### src/rtl/regfile_sequencer_if.sv
// Handshake and register-file port bundle for regfile_sequencer.
// master = instruction source / register file side, slave = sequencer.
interface regfile_sequencer_if #(
  parameter int DATA_W = 4
);
  logic              instr_valid;
  logic              instr_ready;
  logic [7:0]        instr;
  logic [1:0]        rf_rs1;
  logic [1:0]        rf_rs2;
  logic [1:0]        rf_rd;
  logic              rf_reg_write;
  logic [DATA_W-1:0] rf_write_data;
  logic [DATA_W-1:0] rf_rd1;
  logic [DATA_W-1:0] rf_rd2;
  logic              busy;
  logic              done;
  logic              carry_flag;
  logic              zero_flag;

  modport master (
    output instr_valid, instr, rf_rd1, rf_rd2,
    input  instr_ready, rf_rs1, rf_rs2, rf_rd, rf_reg_write, rf_write_data,
           busy, done, carry_flag, zero_flag
  );

  modport slave (
    input  instr_valid, instr, rf_rd1, rf_rd2,
    output instr_ready, rf_rs1, rf_rs2, rf_rd, rf_reg_write, rf_write_data,
           busy, done, carry_flag, zero_flag
  );
endinterface

### src/rtl/regfile_sequencer.sv
// Multi-cycle sequencer owning the 4-entry register file write port.
// state | meaning
// IDLE  | ready for an instruction; LDI jumps straight to WRITE
// READ  | read addresses driven, operands captured at end of cycle
// EXEC  | ALU result and next flag values registered
// WRITE | single register-file write, done pulse, flags committed
module regfile_sequencer #(
  parameter int DATA_W = 4
) (
  input  logic                clk,
  input  logic                reset,
  regfile_sequencer_if.slave  bus
);
  typedef enum logic [1:0] {IDLE, READ, EXEC, WRITE} state_t;

  localparam logic [1:0] OP_ADD = 2'b00;
  localparam logic [1:0] OP_SUB = 2'b01;
  localparam logic [1:0] OP_LDI = 2'b10;

  state_t            state_q, state_d;
  logic [7:0]        instr_q, instr_d;
  logic [DATA_W-1:0] op_a_q, op_a_d;
  logic [DATA_W-1:0] op_b_q, op_b_d;
  logic              carry_nx_q, carry_nx_d;
  logic              zero_nx_q, zero_nx_d;
  logic              carry_q, carry_d;
  logic              zero_q, zero_d;
  logic              ready_q, ready_d;
  logic              busy_q, busy_d;
  logic              done_q, done_d;
  logic              we_q, we_d;
  logic [1:0]        rd_q, rd_d;
  logic [DATA_W-1:0] wdata_q, wdata_d;

  logic [DATA_W:0]   sum_w;
  logic [DATA_W-1:0] alu_res;
  logic              alu_carry;

  assign sum_w = {1'b0, op_a_q} + {1'b0, op_b_q};

  always_comb begin
    alu_res   = '0;
    alu_carry = 1'b0;
    case (instr_q[7:6])
      OP_ADD: begin
        alu_res   = sum_w[DATA_W-1:0];
        alu_carry = sum_w[DATA_W];
      end
      OP_SUB: begin
        alu_res   = op_a_q - op_b_q;
        alu_carry = (op_a_q < op_b_q);
      end
      OP_LDI: begin
        alu_res   = DATA_W'(instr_q[3:0]);
        alu_carry = 1'b0;
      end
      default: begin
        alu_res   = op_a_q & op_b_q;
        alu_carry = 1'b0;
      end
    endcase
  end

  always_comb begin
    state_d    = state_q;
    instr_d    = instr_q;
    op_a_d     = op_a_q;
    op_b_d     = op_b_q;
    carry_nx_d = carry_nx_q;
    zero_nx_d  = zero_nx_q;
    carry_d    = carry_q;
    zero_d     = zero_q;
    ready_d    = 1'b0;
    busy_d     = 1'b1;
    done_d     = 1'b0;
    we_d       = 1'b0;
    rd_d       = '0;
    wdata_d    = '0;
    case (state_q)
      IDLE: begin
        if (bus.instr_valid && ready_q) begin
          instr_d = bus.instr;
          if (bus.instr[7:6] == OP_LDI) begin
            state_d = WRITE;
            we_d    = 1'b1;
            done_d  = 1'b1;
            rd_d    = bus.instr[5:4];
            wdata_d = DATA_W'(bus.instr[3:0]);
          end else begin
            state_d = READ;
          end
        end else begin
          ready_d = 1'b1;
          busy_d  = 1'b0;
        end
      end
      READ: begin
        op_a_d  = bus.rf_rd1;
        op_b_d  = bus.rf_rd2;
        state_d = EXEC;
      end
      EXEC: begin
        carry_nx_d = alu_carry;
        zero_nx_d  = (alu_res == '0);
        we_d       = 1'b1;
        done_d     = 1'b1;
        rd_d       = instr_q[5:4];
        wdata_d    = alu_res;
        state_d    = WRITE;
      end
      default: begin
        // LDI never touches the flags
        if (instr_q[7:6] != OP_LDI) begin
          carry_d = carry_nx_q;
          zero_d  = zero_nx_q;
        end
        ready_d = 1'b1;
        busy_d  = 1'b0;
        state_d = IDLE;
      end
    endcase
  end

  always_ff @(posedge clk) begin
    if (reset) begin
      state_q    <= IDLE;
      instr_q    <= '0;
      op_a_q     <= '0;
      op_b_q     <= '0;
      carry_nx_q <= 1'b0;
      zero_nx_q  <= 1'b0;
      carry_q    <= 1'b0;
      zero_q     <= 1'b0;
      ready_q    <= 1'b1;
      busy_q     <= 1'b0;
      done_q     <= 1'b0;
      we_q       <= 1'b0;
      rd_q       <= '0;
      wdata_q    <= '0;
    end else begin
      state_q    <= state_d;
      instr_q    <= instr_d;
      op_a_q     <= op_a_d;
      op_b_q     <= op_b_d;
      carry_nx_q <= carry_nx_d;
      zero_nx_q  <= zero_nx_d;
      carry_q    <= carry_d;
      zero_q     <= zero_d;
      ready_q    <= ready_d;
      busy_q     <= busy_d;
      done_q     <= done_d;
      we_q       <= we_d;
      rd_q       <= rd_d;
      wdata_q    <= wdata_d;
    end
  end

  // Reset seen during WRITE must cancel the write landing on that same edge
  assign bus.rf_reg_write  = we_q & ~reset;
  assign bus.rf_rd         = reset ? 2'b00 : rd_q;
  assign bus.rf_write_data = reset ? '0 : wdata_q;
  assign bus.done          = done_q & ~reset;

  assign bus.rf_rs1      = (state_q == READ) ? instr_q[3:2] : 2'b00;
  assign bus.rf_rs2      = (state_q == READ) ? instr_q[1:0] : 2'b00;
  assign bus.instr_ready = ready_q;
  assign bus.busy        = busy_q;
  assign bus.carry_flag  = carry_q;
  assign bus.zero_flag   = zero_q;
endmodule

### src/flat_wrapper.sv
// flat-port wrapper written by rule: the top's interface ports become plain ports
module regfile_sequencer_flat 
#(
  parameter int DATA_W = 4
)
  (clk, reset, bus_instr_valid, bus_instr, bus_rf_rd1, bus_rf_rd2, bus_instr_ready, bus_rf_rs1, bus_rf_rs2, bus_rf_rd, bus_rf_reg_write, bus_rf_write_data, bus_busy, bus_done, bus_carry_flag, bus_zero_flag);
  regfile_sequencer_if #(.DATA_W(DATA_W)) bus_i ();
  input  logic clk;
  input  logic reset;
  input wire logic [$bits(bus_i.instr_valid)-1:0] bus_instr_valid;
  input wire logic [$bits(bus_i.instr)-1:0] bus_instr;
  input wire logic [$bits(bus_i.rf_rd1)-1:0] bus_rf_rd1;
  input wire logic [$bits(bus_i.rf_rd2)-1:0] bus_rf_rd2;
  output wire logic [$bits(bus_i.instr_ready)-1:0] bus_instr_ready;
  output wire logic [$bits(bus_i.rf_rs1)-1:0] bus_rf_rs1;
  output wire logic [$bits(bus_i.rf_rs2)-1:0] bus_rf_rs2;
  output wire logic [$bits(bus_i.rf_rd)-1:0] bus_rf_rd;
  output wire logic [$bits(bus_i.rf_reg_write)-1:0] bus_rf_reg_write;
  output wire logic [$bits(bus_i.rf_write_data)-1:0] bus_rf_write_data;
  output wire logic [$bits(bus_i.busy)-1:0] bus_busy;
  output wire logic [$bits(bus_i.done)-1:0] bus_done;
  output wire logic [$bits(bus_i.carry_flag)-1:0] bus_carry_flag;
  output wire logic [$bits(bus_i.zero_flag)-1:0] bus_zero_flag;
  assign bus_i.instr_valid = bus_instr_valid;
  assign bus_i.instr = bus_instr;
  assign bus_i.rf_rd1 = bus_rf_rd1;
  assign bus_i.rf_rd2 = bus_rf_rd2;
  assign bus_instr_ready = bus_i.instr_ready;
  assign bus_rf_rs1 = bus_i.rf_rs1;
  assign bus_rf_rs2 = bus_i.rf_rs2;
  assign bus_rf_rd = bus_i.rf_rd;
  assign bus_rf_reg_write = bus_i.rf_reg_write;
  assign bus_rf_write_data = bus_i.rf_write_data;
  assign bus_busy = bus_i.busy;
  assign bus_done = bus_i.done;
  assign bus_carry_flag = bus_i.carry_flag;
  assign bus_zero_flag = bus_i.zero_flag;
  regfile_sequencer #(.DATA_W(DATA_W)) u_core (.clk(clk), .reset(reset), .bus(bus_i));
endmodule
### config.mk
export PLATFORM = sky130hd
export DESIGN_NAME = regfile_sequencer_flat
export DESIGN_NICKNAME = d
export VERILOG_FILES = /design/src/rtl/regfile_sequencer_if.sv /design/src/rtl/regfile_sequencer.sv /design/src/flat_wrapper.sv
export SDC_FILE = /design/constraint.sdc
export NUM_CORES = 1
export LEC_CHECK = 0
export BUFFER_PORTS_ARGS = -buffer_cell sky130_fd_sc_hd__buf_2
export CAP_MARGIN = 20
export CORE_UTILIZATION = 61
export CTS_BUF_LIST = sky130_fd_sc_hd__clkbuf_8
export DETAILED_ROUTE_END_ITERATION = 10
export PLACE_DENSITY = 0.93
export SYNTH_ARGS = -nofsm -noshare
export SYNTH_HDL_FRONTEND = slang
export SYNTH_SLANG_ARGS = --single-unit
### constraint.sdc
create_clock -name clk -period 3.9 [get_ports clk]
set_input_delay 0.39 -clock clk [delete_from_list [all_inputs] [get_ports clk]]
set_output_delay 0.39 -clock clk [all_outputs]
set_load 0.02 [all_outputs]
==> reports/metrics.yaml, run 1 <==
met3_usage_pct: 9.17
status: "finished, final reports clean"
fin_tns_setup_ns: 0
cts_buffer_depth: 2
rows: 18
max_cap_violations: 0
skew_ns: 0.00461
layout.cells.non_filler: 254
first_global_vias: 1244
swShare_pct: 38.1
dp_hpwl_mm: 2.39
insertion_delay_ns: 0.29
setup-violations-final: 0
rsz0062_at_grt: "no"
cts_max_level: 2
synthFlopType: "dfxtp_1"
core_um2: 2540
netlist.area_leader.share_pct: 36.7
cp-start-kind: "flop"
ctsHoldBuffers: 0
final-max-slew-violation-count: 0
yosysSeqAreaShare_pct: 36.7
num_antenna_cells: 0
multi_input_area_um2: 961
grt_max_degree: 40
grt_use_met2_pct: 44.2
ios: 35
tightest_slew_ns: 0.669
worst-r2r-setup-slack_ns: 1.68
io_buffers: 34
ys_ff_latch: 31
gp_congestion: 0.838
synth_edf_count: 0
synth_cell_types: 40
ir_drop_uv: 531
critPathArrivalTime_ns: 2.42
drive_gt1_share_pct: 21.0
synth_nets: 227
busiest_layer: "met2"
clock-root-buffer: "clkbuf_8"
clkTransAtPathRegs_ns: 0.06
cts_resized: 0
grt_antenna_before_repair: 0
synth_warnings: 0
syn_area_um2: 1690
crit_type: "flop to flop"
grt_overflow_total: 0
n_fill_cell: 213
dieHeight_um: 54.7
yosys.area.top_type: "dfxtp_1"
wl_mm: 3.40
grt.met1_usage_pct: 29.0
die_w_um: 54.7
grt_use_total_pct: 26.0
critPathCaptureType: "flop"
min_path_type: "primary input to flop"
cts_tree: "done"
dp_cells: 246
pwr-share-clk_pct: 22.9
crit_fanout: 3
drc_errors: 0
drt_iter0_drc: 43
fin_crit_ns: 2.22
dr_total_vias: 1411
synth_area_leaders: "dfxtp_1, ha_1, mux2i_1, nor2_1, nand2_1"
hold_violations: 0
fin_crit_sh_pct: 56.9
async_flop_share_pct: 0
power_leakage_uw: 0.000857
nNetsFinal: 257
grt_pass1_wl_mm: 5.35
first_pass_iters: 4
area_growth_pct: 15.0
start_util_pct: 66.5
cp.required_ns: 4.10
post-cts-setup-buffer-count: 0
syn_area_per_cell_um2: 8.76
die-area_um2: 2990
syn_inst: 193
vias_per_cell: 5.56
clock-sinks: 31
p_switching_uw: 456
seqPwrFrac_pct: 36.7
cts_buffers: 5
max_freq_ghz: 0.451
register_area_um2: 621
powerDensity_nw_per_um2: 615
p_total_uw: 1200
drtAntennaViolNets: 0
p_int_uw: 741
wire_per_inst_um: 13.4
combinationalPowerShare_pct: 40.4
slew-limit-headroom_pct: 55.4
==> worst max-delay path: stages, from the launching register on <==
cell	delay, ns
dfxtp_1	0.35
inv_1	0.05
ha_1	0.21
fa_1	0.48
inv_1	0.04
mux4_2	0.48
nor4b_2	0.27
o2111ai_1	0.14
o32ai_1	0.11
==> power groups by stage <==
stage	Sequential, uW	Combinational [uW]	Clock [uW]
6_report	439	484	274
2_1_floorplan	435	383	0
3_5_place_dp	445	474	0
5_1_grt	448	538	296
4_1_cts	438	483	279
3_3_place_gp	441	461	0
==> Yosys cell counts, drive strengths merged, types with 2 or more instances <==
| cell type | number |
|---|---|
| nor3 | 3 |
| a22oi | 5 |
| clkbuf | 7 |
| and2 | 5 |
| a32oi | 2 |
| ha | 13 |
| inv | 15 |
| a31oi | 4 |
| buf | 4 |
| a21oi | 12 |
| and3 | 2 |
| nand2 | 17 |
| or3 | 2 |
| dfxtp | 31 |
| nand3 | 3 |
| nor2 | 24 |
| nand4 | 2 |
| fa | 2 |
| o21ai | 4 |
| nand2b | 2 |
| nor2b | 9 |
| mux2i | 13 |
==> flip-flops by register name, summed over array words and instances, names as in the netlist, 2 cells and up <==
signal          cells
u_core.state_q      2
u_core.instr_q      8
u_core.op_b_q       4
u_core.op_a_q       4
u_core.rd_q         2
u_core.wdata_q      4
==> kinds of logic (layout without fill, tap and decap cells) <==
logic type / count (synthesis) / in the layout / synth area share [%]
and+or+nand+nor: 72 / 72 / 21.2
AOI/OAI and AO/OA: 33 / 33 / 13.4
adders and majority gates: 15 / 15 / 12.0
xor gates and xnor gates: 1 / 1 / 0.518
DFF: 31 / 31 / 36.7
muxes: 15 / 15 / 9.69
buffers and inverters: 26 / 57 / 6.51
==> through the flow <==
stage | hold slack [ns] | cell area, um2 | utilization (%) | worst slack [ns]
2_1_floorplan | 0.437 | 1690 | - | 1.81
3_3_place_gp | 0.442 | 1850 | 72.5 | 1.74
3_5_place_dp | 0.447 | 1850 | 72.5 | 1.69
4_1_cts | 0.335 | 1950 | 76.5 | 1.67
5_1_grt | 0.352 | 1950 | 76.5 | 1.54
6_report | 0.336 | 1950 | 76.5 | 1.68
==> layout make-up <==
| type | instances | area share [%] |
|---|---|---|
| inverters | 15 | 2.89 |
| clock inverters | 1 | 0.193 |
| clock buffers | 7 | 4.95 |
| flip-flops and latches | 31 | 31.9 |
| multi-input cells | 136 | 49.4 |
| repair buffers | 34 | 8.75 |
| well taps | 30 | 1.93 |
==> path summary, 6_finish.rpt <==
path | endpoint | startpoint | cells past startpoint
min | u_core.op_b_q[0]$_SDFFE_PP0P_ | bus_rf_rd2[0] | 3
max reg2reg | u_core.zero_nx_q$_SDFFE_PP0P_ | u_core.op_a_q[0]$_SDFFE_PP0P_ | 8
max | u_core.zero_nx_q$_SDFFE_PP0P_ | u_core.op_a_q[0]$_SDFFE_PP0P_ | 8
min reg2reg | u_core.instr_q[4]$_SDFFE_PP0P_ | u_core.instr_q[4]$_SDFFE_PP0P_ | 2
==> layout by cell type (no fill, tap or decap) <==
| master | Yosys | layout |
|---|---|---|
| a211oi_1 | 1 | 1 |
| a21boi_0 | 1 | 1 |
| a21oi_1 | 12 | 12 |
| a22oi_1 | 4 | 4 |
| a22oi_4 | 1 | 1 |
| a31oi_1 | 4 | 4 |
| a32oi_1 | 2 | 2 |
| and2_1 | 5 | 5 |
| and3_1 | 2 | 2 |
| buf_2 | 1 | 34 |
| clkbuf_8 | 0 | 7 |
| dfxtp_1 | 31 | 31 |
| fa_1 | 2 | 2 |
| ha_1 | 13 | 13 |
| inv_1 | 15 | 16 |
| mux2_2 | 1 | 1 |
| mux2i_1 | 13 | 13 |
| mux4_2 | 1 | 1 |
| nand2_1 | 17 | 17 |
| nand2b_1 | 2 | 2 |
| nand3_1 | 2 | 2 |
| nand3_2 | 1 | 1 |
| nand4_1 | 2 | 2 |
| nor2_1 | 24 | 24 |
| nor2b_1 | 9 | 9 |
| nor3_1 | 3 | 3 |
| nor3b_1 | 1 | 1 |
| nor4b_2 | 1 | 1 |
| o2111ai_1 | 1 | 1 |
| o211ai_2 | 1 | 1 |
| o21a_1 | 1 | 1 |
| o21ai_0 | 3 | 3 |
| o21ai_1 | 1 | 1 |
| o32ai_1 | 1 | 1 |
| or3_1 | 2 | 2 |
| or4b_1 | 1 | 1 |
| xnor2_1 | 1 | 1 |
==> routing by layer <==
metal | wire length, um | share of wire (%)
met2 | 1590 | 47
met3 | 205 | 6.0
met4 | 51 | 1.5
met1 | 1550 | 46
met5 | 0 | 0
Power figures use the tool's default switching activity.
==> run 2, diff against run 1 <==
--- a/config.mk
+++ b/config.mk
@@ -7,10 +7,10 @@
 export LEC_CHECK = 0
 export BUFFER_PORTS_ARGS = -buffer_cell sky130_fd_sc_hd__buf_2
 export CAP_MARGIN = 20
-export CORE_UTILIZATION = 61
+export CORE_UTILIZATION = 51
 export CTS_BUF_LIST = sky130_fd_sc_hd__clkbuf_8
 export DETAILED_ROUTE_END_ITERATION = 10
-export PLACE_DENSITY = 0.93
+export PLACE_DENSITY = 0.83
 export SYNTH_ARGS = -nofsm -noshare
 export SYNTH_HDL_FRONTEND = slang
 export SYNTH_SLANG_ARGS = --single-unit
==> constraint.sdc (replaced) <==
create_clock -name clk -period 2.03 [get_ports clk]
set_input_delay 0.203 -clock clk [delete_from_list [all_inputs] [get_ports clk]]
set_output_delay 0.203 -clock clk [all_outputs]
set_load 0.02 [all_outputs]
==> run 2 against run 1 <==
Compared with the run above:
- the run now ends with setup timing left
- total power up 100%
- wire length is 12% higher
- count of clock-buffer cells in the layout is 2 lower
- hold slack worse by 0.19 ns
- sequential cell count stayed put
- combinational power up 130%
- die area increased by 19%
- sequential power up 92%
- register-to-register slack got worse by 1.8 ns
- first-iteration DRC count rose by 88%
- critical endpoint is now u_core.wdata_q[1]$_SDFF_PP0_
==> reports/metrics.yaml, run 2 (synthesized netlist as in run 1, its figures left out) <==
cts_buffer_depth: 2
grt_overflow_total: 0
fin_crit_ns: 2.19
min_path_type: "primary input to flop"
area_growth_pct: 24.6
num_antenna_cells: 0
dp_hpwl_mm: 2.60
ir_drop_uv: 733
holdPathStages: 3
cts_max_level: 2
powerDensity_nw_per_um2: 1150
largest_reg_flops: 8
violations: "setup timing"
first_pass_iters: 5
skew_ns: 0.00430
setup-violations-final: 3
max_cap_violations: 0
gp_congestion: 0.930
cp.required_ns: 2.18
hold_violations: 0
dr_total_vias: 1513
vias_per_cell: 5.33
clkTransAtPathRegs_ns: 0.06
design_area_um2: 2110
crit_fanout: 3
cts_tree: "done"
ctsHoldBuffers: 0
die_w_um: 59.6
dieHeight_um: 59.6
whs_endpoint: "u_core.op_b_q[3]$_SDFFE_PP0P_"
tightest_slew_ns: 0.663
cp-start-kind: "flop"
wl_mm: 3.82
worstReg2RegStart: "u_core.op_a_q[0]$_SDFFE_PP0P_"
drt_iter0_drc: 81
power_leakage_uw: 0.000933
final-max-slew-violation-count: 0
worst_slack_ns: -0.157
cts_buffers: 5
max_freq_ghz: 0.457
slew-limit-headroom_pct: 55.8
worst-r2r-setup-slack_ns: -0.16
crit_type: "flop to flop"
clock-sinks: 31
clock-root-buffer: "clkbuf_8"
die-area_um2: 3550
drc_errors: 0
regToRegEndpoint: "u_core.wdata_q[1]$_SDFF_PP0_"
grt_antenna_before_repair: 0
drtAntennaViolNets: 0
fin_crit_sh_pct: 108
start_util_pct: 54.5
wire_per_inst_um: 13.4
insertion_delay_ns: 0.29
reg2reg_depth: 9
layout_commonest_cell: "buf_2"
critPathArrivalTime_ns: 2.34
grt_pass1_wl_mm: 6.20
ios: 35
first_global_vias: 1345
io_buffers: 34
rsz0062_at_grt: "yes"
core_um2: 3100
nNetsFinal: 273
critPathCaptureType: "flop"
grt_use_total_pct: 24.0
fin_util_pct: 67.9
place_area_um2: 1960
status: "finished, violations left"
rows: 20
grt_max_degree: 40
drive_gt1_share_pct: 30.0
largest-register: "u_core.instr_q"
post-place-ws_ns: -0.169
final_cell_mix: "buf_2, dfxtp_1, nor2_1"
min_from: "bus_rf_rd2[3]"
## run 2: cell types whose count changed in the layout (fill, tap and decap cells not counted), moves of 2 or more
cell / before / now
inv_1: 16 / 13
buf_4: 0 / 16
dfxtp_1: 31 / 28
clkbuf_8: 7 / 5
inv_2: 0 / 2
ha_1: 13 / 11
dfxtp_4: 0 / 3
clkinv_2: 0 / 3
ha_4: 0 / 2
## run 2: critical path, cell delays in order (launching register included)
cell and delay (ns):
dfxtp_4 0.37, inv_2 0.05, ha_4 0.15, fa_1 0.47, inv_1 0.04, mux4_2 0.49
buf_4 0.16, buf_4 0.12, a22oi_2 0.15, nor2_1 0.05
## run 2: metrics by stage
stage	instances	TNS [ns]	hold WS, ns	total power [uW]
floorplan	193	-0.0377	0.339	1580
global placement	272	-0.0825	0.439	1840
detailed placement	272	-0.199	0.447	1880
CTS	281	-0.125	0.146	2390
global route	284	-0.587	0.154	2590
finish	284	-0.305	0.148	2420
## run 2: area by class of cell
| class | instances | area, um2 |
|---|---|---|
| fill | 284 | 995 |
| multi-input combinational | 136 | 991 |
| sequential | 31 | 632 |
| timing repair buffer | 50 | 290 |
| clock buffer | 5 | 68.8 |
| inverter | 15 | 56.3 |
| tap | 44 | 55.1 |
| clock inverter | 3 | 15.0 |
## run 2: how the worst max path moves through the flow
stage,from,to,slack [ns],cells past startpoint
5_1_grt,u_core.op_b_q[0]$_SDFFE_PP0P_,u_core.wdata_q[1]$_SDFF_PP0_,-0.23,9
2_1_floorplan,u_core.op_b_q[0]$_SDFFE_PP0P_,u_core.zero_nx_q$_SDFFE_PP0P_,-0.04,8
4_1_cts,u_core.op_a_q[0]$_SDFFE_PP0P_,u_core.zero_nx_q$_SDFFE_PP0P_,-0.12,8
6_report,u_core.op_a_q[0]$_SDFFE_PP0P_,u_core.wdata_q[1]$_SDFF_PP0_,-0.16,9
3_3_place_gp,u_core.op_b_q[0]$_SDFFE_PP0P_,u_core.zero_nx_q$_SDFFE_PP0P_,-0.08,8
3_5_place_dp,u_core.op_b_q[0]$_SDFFE_PP0P_,u_core.zero_nx_q$_SDFFE_PP0P_,-0.17,8
## run 2: where the power goes
| part | switching (uW) | total (uW) | internal, uW |
|---|---|---|---|
| Clock | 231 | 465 | 234 |
| Sequential | 107 | 845 | 739 |
| Combinational | 606 | 1110 | 505 |
| Total | 943 | 2420 | 1480 |
## run 2: per-layer routing
metal | share of wire (%) | GRT usage [%]
met1 | 42 | 29.7
met2 | 50 | 38.7
met3 | 5.2 | 5.68
met4 | 3.0 | 13.0
met5 | 0 | 0
## run 2: repair_timing
| action | CTS | global route |
|---|---|---|
| endpoints found under the hold margin | 0 | 0 |
| gates cloned | 0 | 0 |
| setup buffers | 1 | 3 |
| endpoints found under the setup margin | 2 | 4 |
| resized for setup | 6 | 3 |
| pin swaps | 3 | 4 |
==> run 3, diff against run 2 <==
--- a/config.mk
+++ b/config.mk
@@ -11,6 +11,8 @@
 export CTS_BUF_LIST = sky130_fd_sc_hd__clkbuf_8
 export DETAILED_ROUTE_END_ITERATION = 10
 export PLACE_DENSITY = 0.83
+export RECOVER_POWER = 50
+export SETUP_SLACK_MARGIN = 0.4
 export SYNTH_ARGS = -nofsm -noshare
 export SYNTH_HDL_FRONTEND = slang
 export SYNTH_SLANG_ARGS = --single-unit
==> run 3 against run 2 <==
Compared with the run above:
- the flow still finishes with violations (setup timing)
- core utilization grew 0.52 points
- sequential share of layout area shrank 0.29 points
- setup slack better by 0.037 ns
- first-iteration DRC count shrank 25%
- sequential cell count unchanged
- cell count down 1.4%
- total power rose by 2.9%
- die area is the same
==> reports/metrics.yaml, run 3 (synthesized netlist as in run 1, its figures left out) <==
status: "finished, violations left"
violations: "setup timing"
crit_type: "flop to flop"
die_w_um: 59.6
io_buffers: 34
insertion_delay_ns: 0.29
ctsHoldBuffers: 0
rows: 20
tightest_slew_ns: 0.680
clock-root-buffer: "clkbuf_8"
grt_max_degree: 40
min_path_type: "primary input to flop"
drtAntennaViolNets: 0
cpMaxStageDelayCell: "mux4_2"
worstPathCellList: "inv_4, ha_4, fa_1, inv_1, mux4_2, nor4b_2, o2111ai_1, o32ai_1"
skew_ns: 0.00490
core_um2: 3100
max_cap_violations: 0
busiest_layer: "met2"
first_global_vias: 1336
cts_buffers: 5
nNetsFinal: 269
grt_antenna_before_repair: 0
grt.met1_usage_pct: 29.1
rsz0062_at_grt: "yes"
cp.required_ns: 2.23
powerDensity_nw_per_um2: 1170
layout_commonest_cell: "buf_2"
hold_violations: 0
vias_per_cell: 5.29
critPathArrivalTime_ns: 2.35
met3_usage_pct: 7.86
final_cell_mix: "buf_2, dfxtp_1, nor2_1"
grt_use_met2_pct: 36.6
area_growth_pct: 25.6
worst_slack_ns: -0.120
dieHeight_um: 59.6
final-max-slew-violation-count: 0
first_pass_iters: 4
cts_buffer_depth: 2
clkTransAtPathRegs_ns: 0.06
power_leakage_uw: 0.000906
critPathMaxStageDelay_ns: 0.49
fin_crit_ns: 2.15
grt_use_total_pct: 23.3
wire_per_inst_um: 13.5
dp_hpwl_mm: 2.56
clock-sinks: 31
ios: 35
largest_reg_flops: 8
cp-start-kind: "flop"
num_antenna_cells: 0
place_area_um2: 1950
critPathCaptureType: "flop"
slew-limit-headroom_pct: 54.7
drc_errors: 0
fin_crit_sh_pct: 106
drt_iter0_drc: 61
dr_total_vias: 1481
crit_fanout: 3
cts_max_level: 2
grt_overflow_total: 0
post-place-ws_ns: -0.146
drive_gt1_share_pct: 30.1
die-area_um2: 3550
largest-register: "u_core.instr_q"
ir_drop_uv: 696
design_area_um2: 2120
cts_tree: "done"
wl_mm: 3.78
grt_pass1_wl_mm: 5.91
start_util_pct: 54.5
gp_congestion: 0.905
setup-violations-final: 2
max_freq_ghz: 0.465
==> run 3: worst max-delay path, delay by kind of cell (launching register included) <==
family          cells  cell delay [ns]
compound gates      2             0.27
buf+inv             2             0.08
mux                 1             0.49
simple gates        1             0.23
flops               1             0.38
fa+ha+maj           2             0.62
==> run 3: final cells by class <==
| type | count | area (um2) |
|---|---|---|
| flip-flops and latches | 31 | 631 |
| fillers | 274 | 978 |
| clock inverters | 1 | 3.75 |
| clock buffers | 7 | 96.3 |
| multi-input cells | 136 | 1020 |
| repair buffers | 46 | 263 |
| inverters | 15 | 58.8 |
| well taps | 44 | 55.1 |
==> run 3: worst paths after layout <==
path / start / end / slack [ns] / cells past startpoint
max: u_core.op_a_q[0]$_SDFFE_PP0P_ / u_core.zero_nx_q$_SDFFE_PP0P_ / -0.12 / 8
min: bus_rf_rd2[3] / u_core.op_b_q[3]$_SDFFE_PP0P_ / 0.15 / 3
max reg2reg: u_core.op_a_q[0]$_SDFFE_PP0P_ / u_core.zero_nx_q$_SDFFE_PP0P_ / -0.12 / 8
min reg2reg: u_core.instr_q[5]$_SDFFE_PP0P_ / u_core.instr_q[5]$_SDFFE_PP0P_ / 0.47 / 2
==> run 3: stage by stage <==
step / total power (uW) / std cells / utilization (%) / hold WS (ns) / TNS (ns)
3_3_place_gp: 1830 / 268 / 62.7 / 0.440 / -0.0778
2_1_floorplan: 1590 / 193 / - / 0.339 / -0.0320
3_5_place_dp: 1860 / 268 / 62.7 / 0.444 / -0.146
5_1_grt: 2640 / 280 / 68.5 / 0.160 / -0.292
4_1_cts: 2450 / 279 / 67.5 / 0.149 / -0.105
6_report: 2490 / 280 / 68.5 / 0.151 / -0.192
==> run 3: metal layers <==
layer / wire [um] / share of wire, % / vias to the layer above
li1: - / - / 738
met1: 1700 / 45 / 698
met2: 1840 / 49 / 39
met3: 181 / 4.8 / 6
met4: 59 / 1.6 / 0
met5: 0 / 0 / -
==> run 3: power by group <==
| part | leakage, uW | switching, uW | internal [uW] |
|---|---|---|---|
| registers | 0.000255 | 104 | 741 |
| clock network | 0.0000557 | 219 | 304 |
| logic | 0.000595 | 614 | 510 |
| total | 0.000906 | 937 | 1550 |
==> run 3: timing repair <==
| action | CTS | global route |
|---|---|---|
| endpoints found under the setup margin | 9 | 9 |
| pin swaps | 5 | 2 |
| buffers inserted | 3 | 1 |
| gates resized for setup | 7 | 10 |
